--- src/rtl/hit_ctl.sv ---
// Gun-side shot controller: trigger edge -> hitbox test -> shot/miss strobes, ammo, score, flash.
// Build option: define TRIGGER_SYNC_EN when trigger is asynchronous to i_aclk (adds a 2-flop synchroniser).
module hit_ctl #(
    parameter int DUCK_W    = 64,
    parameter int DUCK_H    = 64,
    parameter int AMMO      = 3,
    parameter int SHOT_HOLD = 4,
    parameter int COOLDOWN  = 16
) (
    input  logic        i_aclk,
    input  logic        i_rst,
    input  logic        i_trigger,
    input  logic [10:0] i_cur_x,
    input  logic [10:0] i_cur_y,
    input  logic [10:0] i_duck_x,
    input  logic [10:0] i_duck_y,
    input  logic [2:0]  i_duck_state,
    output logic        o_shot,
    output logic [1:0]  o_ammo,
    output logic [9:0]  o_score,
    output logic        o_miss,
    output logic        o_flash
);

    typedef enum logic [2:0] {
        S_IDLE  = 3'd0,
        S_FIRE  = 3'd1,
        S_HOLD  = 3'd2,
        S_COOL  = 3'd3,
        S_EMPTY = 3'd4
    } state_t;

    localparam logic [7:0] HOLD_LD   = 8'(SHOT_HOLD - 1);
    localparam logic [7:0] COOL_LD   = 8'(COOLDOWN - 1);
    localparam logic [1:0] AMMO_FULL = 2'(AMMO);
    localparam logic [9:0] SCORE_MAX = 10'd999;

    state_t      r_state;
    state_t      w_state_nxt;
    logic        r_trig_s;
    logic        r_trig_prev;
    logic [2:0]  r_dstate_prev;
    logic [7:0]  r_cnt;
    logic [1:0]  r_ammo;
    logic [9:0]  r_score;
    logic        r_shot;
    logic        r_miss;
    logic        r_flash;
    logic        w_fire;
    logic        w_reload;
    logic        w_hit;
    logic        w_tc;
    logic        w_enter_fire;
    logic [1:0]  w_ammo_base;
    logic [11:0] w_cx;
    logic [11:0] w_cy;
    logic [11:0] w_dx_lo;
    logic [11:0] w_dy_lo;
    logic [11:0] w_dx_hi;
    logic [11:0] w_dy_hi;

`ifdef TRIGGER_SYNC_EN
    logic r_sync1;

    always_ff @(posedge i_aclk or posedge i_rst) begin
        if (i_rst) begin
            r_sync1     <= 1'b0;
            r_trig_s    <= 1'b0;
            r_trig_prev <= 1'b0;
        end else begin
            r_sync1     <= i_trigger;
            r_trig_s    <= r_sync1;
            r_trig_prev <= r_trig_s;
        end
    end
`else
    always_ff @(posedge i_aclk or posedge i_rst) begin
        if (i_rst) begin
            r_trig_s    <= 1'b0;
            r_trig_prev <= 1'b0;
        end else begin
            r_trig_s    <= i_trigger;
            r_trig_prev <= r_trig_s;
        end
    end
`endif

    assign w_fire   = r_trig_s & ~r_trig_prev;
    // A new duck spawns when the controller leaves FALLING for an alive state.
    assign w_reload = (r_dstate_prev == 3'd6) && (i_duck_state <= 3'd4);

    assign w_cx    = {1'b0, i_cur_x};
    assign w_cy    = {1'b0, i_cur_y};
    assign w_dx_lo = {1'b0, i_duck_x};
    assign w_dy_lo = {1'b0, i_duck_y};
    assign w_dx_hi = w_dx_lo + 12'(DUCK_W);
    assign w_dy_hi = w_dy_lo + 12'(DUCK_H);
    assign w_hit   = (i_duck_state <= 3'd4) &&
                     (w_cx >= w_dx_lo) && (w_cx < w_dx_hi) &&
                     (w_cy >= w_dy_lo) && (w_cy < w_dy_hi);

    assign w_tc         = (r_cnt == 8'd0);
    assign w_enter_fire = (r_state == S_IDLE) && w_fire && (r_ammo != 2'd0);
    assign w_ammo_base  = w_reload ? AMMO_FULL : r_ammo;

    always_ff @(posedge i_aclk or posedge i_rst) begin
        if (i_rst) begin
            r_state <= S_IDLE;
        end else begin
            r_state <= w_state_nxt;
        end
    end

    always_comb begin
        w_state_nxt = r_state;
        case (r_state)
            S_IDLE:  if (w_enter_fire) w_state_nxt = S_FIRE;
            S_FIRE:  w_state_nxt = S_HOLD;
            S_HOLD:  if (w_tc) w_state_nxt = S_COOL;
            // A reload landing on the exit edge must not strand us in EMPTY with full ammo.
            S_COOL:  if (w_tc) w_state_nxt = ((r_ammo == 2'd0) && !w_reload) ? S_EMPTY : S_IDLE;
            S_EMPTY: if (w_reload) w_state_nxt = S_IDLE;
            default: w_state_nxt = S_IDLE;
        endcase
    end

    always_ff @(posedge i_aclk or posedge i_rst) begin
        if (i_rst) begin
            r_dstate_prev <= 3'd6;
            r_cnt         <= 8'd0;
            r_ammo        <= AMMO_FULL;
            r_score       <= 10'd0;
            r_shot        <= 1'b0;
            r_miss        <= 1'b0;
            r_flash       <= 1'b0;
        end else begin
            r_dstate_prev <= i_duck_state;
            r_ammo        <= w_enter_fire ? (w_ammo_base - 2'd1) : w_ammo_base;
            r_miss        <= 1'b0;

            if (r_state == S_FIRE) begin
                r_cnt <= HOLD_LD;
            end else if ((r_state == S_HOLD) && w_tc) begin
                r_cnt <= COOL_LD;
            end else if (((r_state == S_HOLD) || (r_state == S_COOL)) && !w_tc) begin
                r_cnt <= r_cnt - 8'd1;
            end

            if (r_state == S_FIRE) begin
                r_shot <= w_hit;
                r_miss <= ~w_hit;
                if (w_hit && (r_score < SCORE_MAX)) begin
                    r_score <= r_score + 10'd1;
                end
            end else if ((r_state == S_HOLD) && w_tc) begin
                r_shot <= 1'b0;
            end

            if (w_enter_fire) begin
                r_flash <= 1'b1;
            end else if ((r_state == S_HOLD) && w_tc) begin
                r_flash <= 1'b0;
            end
        end
    end

    assign o_shot  = r_shot;
    assign o_ammo  = r_ammo;
    assign o_score = r_score;
    assign o_miss  = r_miss;
    assign o_flash = r_flash;

endmodule
--- config.mk ---
export PLATFORM = sky130hd
export DESIGN_NAME = hit_ctl
export DESIGN_NICKNAME = d
export VERILOG_FILES = /design/src/rtl/hit_ctl.sv
export SDC_FILE = /design/constraint.sdc
export NUM_CORES = 1
export LEC_CHECK = 0
export ABC_CLOCK_PERIOD_IN_PS = 1600
export CAP_MARGIN = 10
export CORE_UTILIZATION = 44
export CTS_BUF_LIST = sky130_fd_sc_hd__clkbuf_8 sky130_fd_sc_hd__clkbuf_16
export DETAILED_ROUTE_END_ITERATION = 7
export PLACE_DENSITY_LB_ADDON = 0.2
export SYNTH_ARGS = -nofsm -noshare
export SYNTH_HDL_FRONTEND = slang
export SYNTH_SLANG_ARGS = --single-unit
--- constraint.sdc ---
create_clock -name i_aclk -period 1.6 [get_ports i_aclk]
set_input_delay 0.32 -clock i_aclk [delete_from_list [all_inputs] [get_ports i_aclk]]
set_output_delay 0.32 -clock i_aclk [all_outputs]
set_load 0.03 [all_outputs]
==> results.md, run 1 <==
- Initial Util: between 40 and 50%
- Util after Layout: about 81%
- Synth Flop Type: dfrtp_1
- Post-synthesis mux area share: between 1 and 1.5%
- Vias in the first global route: between 2000 and 3000
- H-tree lvl count: 2
- Worst Skew: roughly 8.6 ps
- Share of cells above drive strength 1: a little under half
- Net Sw Frac: between 30% and 40%
- Post-synthesis sequential area ratio: 31.9%
- Max-cap viol count: 0
- Syn Nets: between 300 and 400
- Hold_ws: 368 ps
- Aggregate global routing overflow: 0
- Chip height: ~77 um
- Pleak: between 2 and 2.5 nW
- Switching pwr: roughly 1.3 mW
- Unrepaired setup endpoints after global routing: yes
- Drt first pass iters: 4
- Total die area: around 6000 um2
- Clock network power share: between 10% and 20%
- Initial antenna violation count: 0
- Total track usage: between 20 and 30%
- Simple-gate share of the synthesized area: between 10% and 20%
- Initial detailed-routing violation count: 82
- Port Buffers: 64
- Cell with the most instances after synthesis: ha_1
- GP Congestion: ~0.80
- Critical path class: in -> reg
- Post-synthesis adder-cell area fraction: a little under a fifth
- Via count: 2574
- Worst vdd ir: 0.600 mV
- Max Slew Vio Count: 0
- Fin. Hold Viols: 0
- Final wirelength: ~7600 um
- Top area cells in the synthesized netlist: dfrtp_1, ha_1, xnor2_1
- Post-synth EDFFs: 0
- Clock Latency Late Sink: about 280 ps
- Clock transition at the registers of the reported paths: about 70 ps
- Synth cell types: 48
- Final ANT Viol Nets: 0
- Row count: 26
- Root Driver: clkbuf_8
- Top cells by count, synth: ha_1, inv_1, dfrtp_1
- Failing checks: negative setup slack
- Internal power: 2.26 mW
- Worst-case clock buffer depth: 2
- Setup Viol. Count Final: 20
- DP Wirelength: roughly 4700 um
- Placed cell area: between 3000 and 4000 um2
- CORE AREA: ~5200 um2
- Drt wl/cell: between 15 and 20 um
- Synth Area in Compound Gates: 17.7%
- Critical Path RT: around 1800 ps
- Combinational power share: about 50%
- DR DRC count: 0
- Post-CTS Hold Buffers: 0
- Crit path max fanout: 4
- Slew @ Worst Pin: between 300 and 400 ps
- Syn-to-layout area delta: 74.3%
- Post-layout nets: 486
- #FFs+latches synth: 31
- First-pass GRT wire length: 11800 um
- Final setup margin: -655 ps
- Pin count of the biggest net entering global routing: 32
- Worst min path class: in -> async
- Sequential fraction of design power: 31.4%
- Critical path data arrival time: 2420 ps
- Status: complete, but fails checks
- Critical Path Source Type: input pin
- Fmax: between 400 and 500 MHz
- Placement Setup Slack: -1240 ps
- Clock buffer count from CTS: 5
- Yosys warnings: 0
- Min Tclk post-route: around 2300 ps
- N_diodes: 0
- PwrDens: roughly 840 nW/um2
- Post-synthesis async set-or-reset flop share: 100%
- Post-Synth XOR/XNOR Area: between 5 and 6%
- Setup TNS: -7680 ps
- Area of the mapped netlist: 2440 um2
- Main combinational cell family by area after synthesis: simple AND/OR/NAND/NOR gates
- Die X: between 70 and 80 um
- Max transition margin: 74.7%
- Yosys top cell by area: dfrtp_1
- CP endpoint kind: flop
- CTS tree: done
- Crit share post-route: 141%
- Final instance area: about 4300 um2
- Area share of the largest cell type after synthesis: between 20% and 30%
- I/O pin count: 65
- Synthesized instance count: 270
- Synth Area per Inst: between 9 and 10 um2
- Vias per cell: 5.48
- Clock sinks: 31
-- critical path: stages --
cell     delay (ps)
buf_8           100
ha_4            170
xnor2_2         130
ha_1            310
and4b_1         220
o21ai_1          80
or4_1           510
and4_4          210
nand3_4          70
mux2_4          300
-- per-stage QoR --
stage               instances  total power, mW
global route              470             3.82
CTS                       467             3.36
detailed placement        447             2.54
global placement          447             2.49
finish                    470             3.56
floorplan                 270             1.92
-- power by group through the flow --
stage	sequential [mW]	clock [mW]	combinational (mW)
after floorplan	1.20	0	0.718
after global placement	1.12	0	1.37
after detailed placement	1.13	0	1.41
after CTS	1.12	0.680	1.56
after global routing	1.14	0.729	1.94
final	1.12	0.667	1.78
-- placed cells by master (no fill, tap or decap), types with 3 or more instances in the layout --
| master | netlist | final |
|---|---|---|
| buf_4 | 0 | 54 |
| dfrtp_1 | 27 | 26 |
| dlygate4sd2_1 | 0 | 25 |
| ha_4 | 0 | 18 |
| inv_2 | 0 | 17 |
| ha_1 | 37 | 16 |
| inv_1 | 29 | 13 |
| nor2_1 | 16 | 13 |
| xnor2_1 | 16 | 12 |
| a21oi_1 | 18 | 11 |
| buf_6 | 1 | 11 |
| dlymetal6s2s_1 | 0 | 9 |
| nand4_1 | 8 | 8 |
| nand2_1 | 11 | 8 |
| o21ai_1 | 7 | 8 |
| clkbuf_2 | 0 | 8 |
| clkdlybuf4s50_1 | 0 | 8 |
| nand3_1 | 11 | 7 |
| clkbuf_8 | 0 | 7 |
| clkdlybuf4s15_1 | 0 | 7 |
| a21oi_2 | 0 | 6 |
| and3_1 | 9 | 6 |
| o21ai_2 | 1 | 5 |
| nand2b_1 | 7 | 5 |
| a21o_1 | 4 | 4 |
| xnor2_2 | 0 | 4 |
| dfstp_2 | 4 | 4 |
| nand2_2 | 0 | 3 |
| o21ai_0 | 8 | 3 |
| a211oi_2 | 0 | 3 |
| a31oi_1 | 5 | 3 |
| and3_4 | 0 | 3 |
| or3_4 | 0 | 3 |
| nand3_4 | 0 | 3 |
| ha_2 | 0 | 3 |
-- cells by family (layout without fill, tap and decap cells) --
logic type               count (synthesis)  count (layout)
flip-flops                              31              31
buffers and inverters                   35             165
XOR/XNOR                                16              16
AND/OR/NAND/NOR                         84              84
multiplexers                             2               2
adder cells (fa/ha/maj)                 37              37
AO/OA/AOI/OAI                           65              65
-- per-layer routing --
| layer | routed length (um) | part of all wire, % | GRT usage (%) | vias to the layer above |
|---|---|---|---|---|
| met4 | 163 | 2.1 | 10.2 | 0 |
| met3 | 367 | 4.8 | 5.75 | 18 |
| met1 | 3000 | 39 | 28.5 | 1244 |
| li1 | - | - | - | 1231 |
| met2 | 4070 | 54 | 45.5 | 81 |
| met5 | 0 | 0 | 0 | - |
-- area by class of cell --
class,count,area [um2]
clock buffer,7,96.3
multi-input combinational,204,2050
inverter,29,109
sequential,31,782
clock inverter,1,3.75
tap,70,87.6
timing repair buffer,128,1130
fill,321,976
-- flip-flops by register name, summed over array words and instances, names as in the netlist, 2 cells and up --
name           count
r_state            3
o_ammo             2
r_cnt              8
r_dstate_prev      3
o_score           10
-- worst paths after layout --
path                       depth (start not counted)  slack (ps)            startpoint                      to
min in group i_aclk                                0         370    r_trig_s$_DFF_PP0_   r_trig_prev$_DFF_PP0_
setup reg to reg                                   6        -200  r_cnt[2]$_DFFE_PP0P_    r_cnt[2]$_DFFE_PP0P_
max in group asynchronous                          3         990                 i_rst     o_ammo[0]$_DFF_PP1_
hold / removal                                     3         370                 i_rst    r_cnt[0]$_DFFE_PP0P_
setup / recovery                                  10        -660           i_duck_y[6]  o_score[1]$_DFFE_PP0P_
hold reg to reg                                    0         370    r_trig_s$_DFF_PP0_   r_trig_prev$_DFF_PP0_
-- repair_timing --
action | CTS | global route
resized for setup | 127 | 80
setup endpoints to repair | 34 | 23
buffers inserted | 12 | 6
pin swaps | 46 | 58
No activity file was read; power rests on OpenSTA's default activity.
==> inputs of run 2 (changes only) <==
--- a/config.mk
+++ b/config.mk
@@ -7,9 +7,10 @@
 export LEC_CHECK = 0
 export ABC_CLOCK_PERIOD_IN_PS = 1600
 export CAP_MARGIN = 10
-export CORE_UTILIZATION = 44
+export CORE_UTILIZATION = 25
 export CTS_BUF_LIST = sky130_fd_sc_hd__clkbuf_8 sky130_fd_sc_hd__clkbuf_16
 export DETAILED_ROUTE_END_ITERATION = 7
+export HOLD_SLACK_MARGIN = 0.12
 export PLACE_DENSITY_LB_ADDON = 0.2
 export SYNTH_ARGS = -nofsm -noshare
 export SYNTH_HDL_FRONTEND = slang
==> run 2 against run 1 <==
  * The run still ends with negative setup slack left
  * First-iteration DRC count fell by 32%
  * Critical path depth rose by 2
  * Non-clock buffer count fell by 2
  * Largest power group unchanged
  * Combinational power barely moved
  * Largest cell class unchanged
  * Count of clock-buffer cells in the layout fell by 2
  * Power fell by 2.0%
==> results.md, run 2 (same netlist as run 1, synthesis figures left out) <==
- Drt first pass iters: 4 (unchanged)
- Slowest stage delay, CP: 450 ps (-60 ps)
- Worst vdd ir: 0.436 mV (-27%)
- Origin of the critical flop-to-flop path: r_cnt[5]$_DFFE_PP0P_
- Min Tclk post-route: 2120 ps (-137 ps)
- Slowest CP cell: clkdlybuf4s50_1
- Die X: 101 um (+32%)
- Internal power: 2.18 mW (-3.7%)
- Unrepaired setup endpoints after global routing: yes
- Fin. Hold Viols: 0 (unchanged)
- Max Slew Vio Count: 0 (unchanged)
- Vias per cell: 4.66 (-15%)
- Vias in the first global route: 2635 (-0.94%)
- Final setup margin: -518 ps (+137 ps)
- Register Area: 782 um2 (unchanged)
- Worst Skew: 8.73 ps (+0.114 ps)
- Chip height: 101 um (+32%)
- Critical path class: in -> reg
- CP endpoint kind: flop
- Critical Path RT: 1780 ps (about the same)
- GP Congestion: 0.756 (-5.0%)
- Critical Path Start: i_cur_y[0]
- Setup TNS: -5800 ps (+1880 ps)
- Initial antenna violation count: 0 (unchanged)
- Commonest non-fill, non-tap cell in the layout: buf_4
- Placed cell count: 507 (+13%)
- Failing checks: negative setup slack
- Clock sinks: 31 (unchanged)
- First-pass GRT wire length: 11900 um (+0.58%)
- Worst min path class: in -> async
- Clock transition at the registers of the reported paths: 80 ps (about the same)
- Clock network power share: 17.8% (-0.9 points)
- Combinational power share: 50.0% (about the same)
- Total chip power: 3.49 mW (-2.0%)
- Setup Viol. Count Final: 23 (+15%)
- Critical path data arrival time: 2300 ps (-120 ps)
- Row count: 35 (+35%)
- Met3 Resource Use GR: 3.33% (-2.4 points)
- Fillers: 955 (+200%)
- Clock buffer count from CTS: 5 (unchanged)
- Aggregate global routing overflow: 0 (unchanged)
- Status: complete, but fails checks
- Final ANT Viol Nets: 0 (unchanged)
- Switching pwr: 1.32 mW (+1.0%)
- Max transition margin: 77.2% (+2.5 points)
- Area of the multi-input gates: 2050 um2 (-0.12%)
- Syn-to-layout area delta: 75.3%
- Grt peak-use layer: met2
- Crit path max fanout: 4 (unchanged)
- Total track usage: 14.7% (-11 points)
- Initial Util: 26.1% (-21 points)
- Post-layout nets: 484 (-0.41%)
- Crit share post-route: 132% (-8.6 points)
- Fmax: 472 MHz (+6.5%)
- Cells along the critical path: clkdlybuf4s50_1 -> inv_1 -> ha_2 -> nand4_1 -> nor3_2 -> o21bai_1 -> nand3_1 -> and4_4 -> nand3_4 -> buf_4 -> buf_6 -> xnor2_2
- H-tree lvl count: 2 (unchanged)
- GR Layer Usage met2: 26.3% (-19 points)
- DR DRC count: 0 (unchanged)
- Clock Latency Late Sink: 280 ps (about the same)
- Root Driver: clkbuf_8
- Max FFs per register: 10 (unchanged)
- Total die area: 10200 um2 (+74%)
- Worst-case clock buffer depth: 2 (unchanged)
- Via count: 2458 (-4.5%)
- Pin count of the biggest net entering global routing: 32 (unchanged)
- Max-cap viol count: 0 (unchanged)
- I/O pin count: 65 (unchanged)
- N_diodes: 0 (unchanged)
- Drt wl/cell: 13.7 um (-15%)
- Met1 usage: 17.7% (-11 points)
- DP Wirelength: 5220 um (+12%)
- Initial detailed-routing violation count: 56 (-32%)
- Critical Path Source Type: input pin
- Final wirelength: 7200 um (-5.2%)
- Share of cells above drive strength 1: 46.2% (+0.73 points)
- Slew @ Worst Pin: 339 ps (-39.5 ps)
- CTS tree: done
- CORE AREA: 9370 um2 (+79%)
- Pleak: 2.01 nW (-2.4%)
- Net Sw Frac: 37.7% (+1.1 points)
- PwrDens: 815 nW/um2 (-2.5%)
- Sequential fraction of design power: 32.2% (+0.8 points)
- Port Buffers: 64 (unchanged)
- Commonest non-fill, non-tap cells in the layout: buf_4, dfrtp_1, dlygate4sd2_1, ha_4, inv_2
- Non-Filler Instances: 527 (+12%)
run 2: power groups by stage:
stage               clock network (mW)  registers (mW)  logic, mW
finish                           0.623            1.12       1.75
global route                     0.685            1.15       1.93
CTS                              0.644            1.13       1.64
detailed placement                   0            1.14       1.45
global placement                     0            1.14       1.43
floorplan                            0            1.20      0.718
run 2: worst max-delay path, delay by kind of cell:
| family | cells | cell delay [ps] |
|---|---|---|
| compound gates | 1 | 80 |
| simple gates | 5 | 730 |
| fa+ha+maj | 1 | 300 |
| xor+xnor | 1 | 120 |
| buf+inv | 4 | 740 |
run 2: final timing paths:
path / cells after the start / end / slack, ps
worst min-delay path: 3 / o_score[1]$_DFFE_PP0P_ / 360
worst max-delay path: 12 / o_score[0]$_DFFE_PP0P_ / -520
worst min register to register: 0 / r_trig_prev$_DFF_PP0_ / 390
min in group i_aclk: 0 / r_trig_prev$_DFF_PP0_ / 390
max in group asynchronous: 3 / o_ammo[1]$_DFF_PP1_ / 980
worst max register to register: 7 / r_cnt[3]$_DFFE_PP0P_ / -90
run 2: metrics by stage:
step | utilization, % | setup slack, ps | hold slack [ps] | area (um2)
after floorplan | - | -522 | 324 | 2520
after global placement | 39.5 | -1200 | 371 | 3700
after detailed placement | 39.5 | -1230 | 379 | 3700
after CTS | 43.8 | -570 | 371 | 4110
after global routing | 45.7 | -577 | 382 | 4290
final | 45.7 | -518 | 362 | 4290
run 2: cell type report:
type	count	area share (%)
Multi-Input combinational cell	204	47.8
Timing Repair Buffer	126	25.6
Sequential cell	31	18.2
Tap cell	129	3.77
Inverter	29	2.54
Clock buffer	5	1.61
Clock inverter	3	0.467
run 2: what timing repair did:
action	4_1_cts	5_1_grt
buffers inserted	9	4
resized for setup	129	74
pin swaps	57	54
endpoints found under the setup margin	35	23
hold buffers	0	0
run 2: per-layer routing:
layer	part of all wire, %	vias up
met2	52	50
met5	0	-
met4	0.86	0
li1	-	1227
met3	3.9	6
met1	43	1175
==> inputs of run 3 (changes only) <==
--- a/config.mk
+++ b/config.mk
@@ -11,7 +11,6 @@
 export CTS_BUF_LIST = sky130_fd_sc_hd__clkbuf_8 sky130_fd_sc_hd__clkbuf_16
 export DETAILED_ROUTE_END_ITERATION = 7
 export HOLD_SLACK_MARGIN = 0.12
-export PLACE_DENSITY_LB_ADDON = 0.2
 export SYNTH_ARGS = -nofsm -noshare
 export SYNTH_HDL_FRONTEND = slang
 export SYNTH_SLANG_ARGS = --single-unit
==> run 3 against run 2 <==
  * The flow still finishes with violations (negative setup slack)
  * First-iteration DRC count is 20% higher
  * Count of clock-buffer cells in the layout increased by 1
  * Hold slack better by 28 ps
  * Wire length is 4.1% lower
  * Combinational power barely moved
  * Register-to-register slack lost 50 ps
  * Power fell by 0.88%
  * Critical path type unchanged
  * Largest cell class unchanged
  * Largest power group unchanged
  * Highest routed layer unchanged
==> results.md, run 3 (same netlist as run 1, synthesis figures left out) <==
- Critical path's top delay family: simple AND/OR/NAND/NOR gates
- Failing checks: negative setup slack
- Status: complete, but fails checks
- Unrepaired setup endpoints after global routing: yes
- Max transition margin: 77.4% (+0.15 points)
- Critical path class: in -> reg
- Total chip power: 3.46 mW (-0.88%)
- CP most frequent cell: nand3_4
- Die X: 101 um (unchanged)
- Commonest non-fill, non-tap cells in the layout: buf_4, dlygate4sd2_1, dfrtp_1, ha_4
- Switching pwr: 1.26 mW (-4.3%)
- Setup Viol. Count Final: 22 (-4.3%)
- Port Buffers: 64 (unchanged)
- Initial Util: 26.1% (unchanged)
- Drt wl/cell: 13.0 um (-4.8%)
- Max Slew Vio Count: 0 (unchanged)
- DP Wirelength: 5050 um (-3.3%)
- Fmax: 462 MHz (-2.1%)
- Worst-case clock buffer depth: 2 (unchanged)
- Post-layout nets: 488 (+0.83%)
- Max-cap viol count: 0 (unchanged)
- Net Sw Frac: 36.3% (-1.3 points)
- Clock sinks: 31 (unchanged)
- Final setup margin: -564 ps (-46.4 ps)
- PwrDens: 800 nW/um2 (-1.8%)
- Critical Path RT: 1770 ps (about the same)
- Vias in the first global route: 2566 (-2.6%)
- Worst min path class: reg -> reg
- Cells along the critical path: buf_8 -> ha_4 -> nand3_4 -> xnor2_2 -> ha_1 -> o32ai_4 -> or4_1 -> and4_4 -> nand3_4 -> mux2_4
- Clock network power share: 17.7% (about the same)
- Final instance area: 4330 um2 (+0.96%)
- Buf/Inv on CP: 1 (-3)
- Max FFs per register: 10 (unchanged)
- Placed cell area: 3680 um2 (-0.54%)
- Vias per cell: 4.65 (-0.27%)
- CTS tree: done
- Util after Layout: 46.2% (+0.44 points)
- Final wirelength: 6910 um (-4.1%)
- Worst Skew: 7.01 ps (-1.72 ps)
- Clock transition at the registers of the reported paths: 70 ps (about the same)
- Fin. Hold Viols: 0 (unchanged)
- CORE AREA: 9370 um2 (unchanged)
- Aggregate global routing overflow: 0 (unchanged)
- Initial detailed-routing violation count: 67 (+20%)
- CP endpoint kind: flop
- Placed cell count: 507 (unchanged)
- Min Tclk post-route: 2160 ps (+46.4 ps)
- Share of cells above drive strength 1: 44.8% (-1.5 points)
- First-pass GRT wire length: 11100 um (-7.0%)
- Critical path data arrival time: 2330 ps (+30 ps)
- Crit path max fanout: 7 (+3)
- Worst vdd ir: 0.388 mV (-11%)
- I/O pin count: 65 (unchanged)
- Chip height: 101 um (unchanged)
- Combinational power share: 49.8% (-0.2 points)
- Pleak: 2.04 nW (+1.4%)
- DR DRC count: 0 (unchanged)
- Sequential fraction of design power: 32.5% (+0.3 points)
- Syn-to-layout area delta: 77.0%
- Drt first pass iters: 4 (unchanged)
- Via count: 2470 (+0.49%)
- Crit share post-route: 135% (+2.9 points)
- Total track usage: 13.4% (-1.3 points)
- Slowest stage delay, CP: 510 ps (+60 ps)
- GP Congestion: 0.820 (+8.4%)
- H-tree lvl count: 2 (unchanged)
- Critical Path Source Type: input pin
- Root Driver: clkbuf_8
- Clock Latency Late Sink: 280 ps (about the same)
- Total die area: 10200 um2 (unchanged)
- Pin count of the biggest net entering global routing: 32 (unchanged)
- Placement Setup Slack: -1280 ps (-44.4 ps)
- Post-CTS Hold Buffers: 0 (unchanged)
- Final ANT Viol Nets: 0 (unchanged)
- Clock buffer count from CTS: 5 (unchanged)
- Non-Filler Instances: 531 (+0.76%)
- Slowest CP cell: or4_1
- Initial antenna violation count: 0 (unchanged)
- N_diodes: 0 (unchanged)
- Commonest non-fill, non-tap cell in the layout: buf_4
- Slew @ Worst Pin: 341 ps (+1.11 ps)
- Row count: 35 (unchanged)
- Internal power: 2.20 mW (+1.2%)
## run 3: cell count changes in the layout (fill, tap and decap cells not counted), sizes merged
cell / delta
buf: +1
clkbuf: -4
clkdlybuf4s15: +5
clkinvlp: -2
dlygate4sd2: +1
dlymetal6s2s: +2
inv: +1
## run 3: cell type report
cell class / instances / area, um2
clock buffers: 6 / 82.6
well taps: 129 / 161
multi-input cells: 204 / 2070
clock inverters: 2 / 8.76
fillers: 900 / 5040
repair buffers: 130 / 1120
flip-flops and latches: 31 / 782
inverters: 29 / 109
## run 3: power by group through the flow
stage | Sequential, mW | Clock [mW] | Combinational [mW]
floorplan | 1.20 | 0 | 0.718
global placement | 1.13 | 0 | 1.37
detailed placement | 1.14 | 0 | 1.40
CTS | 1.12 | 0.635 | 1.53
global route | 1.16 | 0.667 | 1.91
finish | 1.13 | 0.613 | 1.72
## run 3: stage by stage
step / setup TNS (ps) / hold slack (ps)
2_1_floorplan: -5410 / 324
3_5_place_dp: -15130 / 372
4_1_cts: -5960 / 388
5_1_grt: -7820 / 393
3_3_place_gp: -14240 / 368
6_report: -6220 / 390
## run 3: worst register-to-register path: stages (launching register included)
cell     delay, ps
dfrtp_2        430
buf_6          120
or3_4          330
or3_4          370
nor2_1         100
a21oi_1         70
o21ai_1        120
o31ai_1         80
## run 3: routing by layer
layer | vias up | part of all wire [%] | global-route usage [%]
met5 | - | 0 | 0
met4 | 0 | 1.6 | 3.57
met3 | 10 | 4.7 | 2.98
met2 | 66 | 53 | 24.6
met1 | 1163 | 41 | 15.5
li1 | 1231 | - | -
## run 3: path summary, 6_finish.rpt
kind,endpoint,slack [ps],start,depth (start not counted)
worst max-delay path,o_score[1]$_DFFE_PP0P_,-560,i_duck_y[6],10
worst min-delay path,r_trig_prev$_DFF_PP0_,390,r_trig_s$_DFF_PP0_,0
worst max register to register,r_cnt[5]$_DFFE_PP0P_,-140,r_cnt[2]$_DFFE_PP0P_,7
worst min register to register,r_trig_prev$_DFF_PP0_,390,r_trig_s$_DFF_PP0_,0
max in group asynchronous,o_ammo[0]$_DFF_PP1_,940,i_rst,3
min in group asynchronous,o_score[2]$_DFFE_PP0P_,420,i_rst,3
## run 3: timing repair
action	in CTS	in global routing
endpoints found under the hold margin	0	0
pin swaps	35	48
setup buffers	9	8
gates resized for setup	124	70
setup endpoints to repair	36	23
gates cloned	0	0
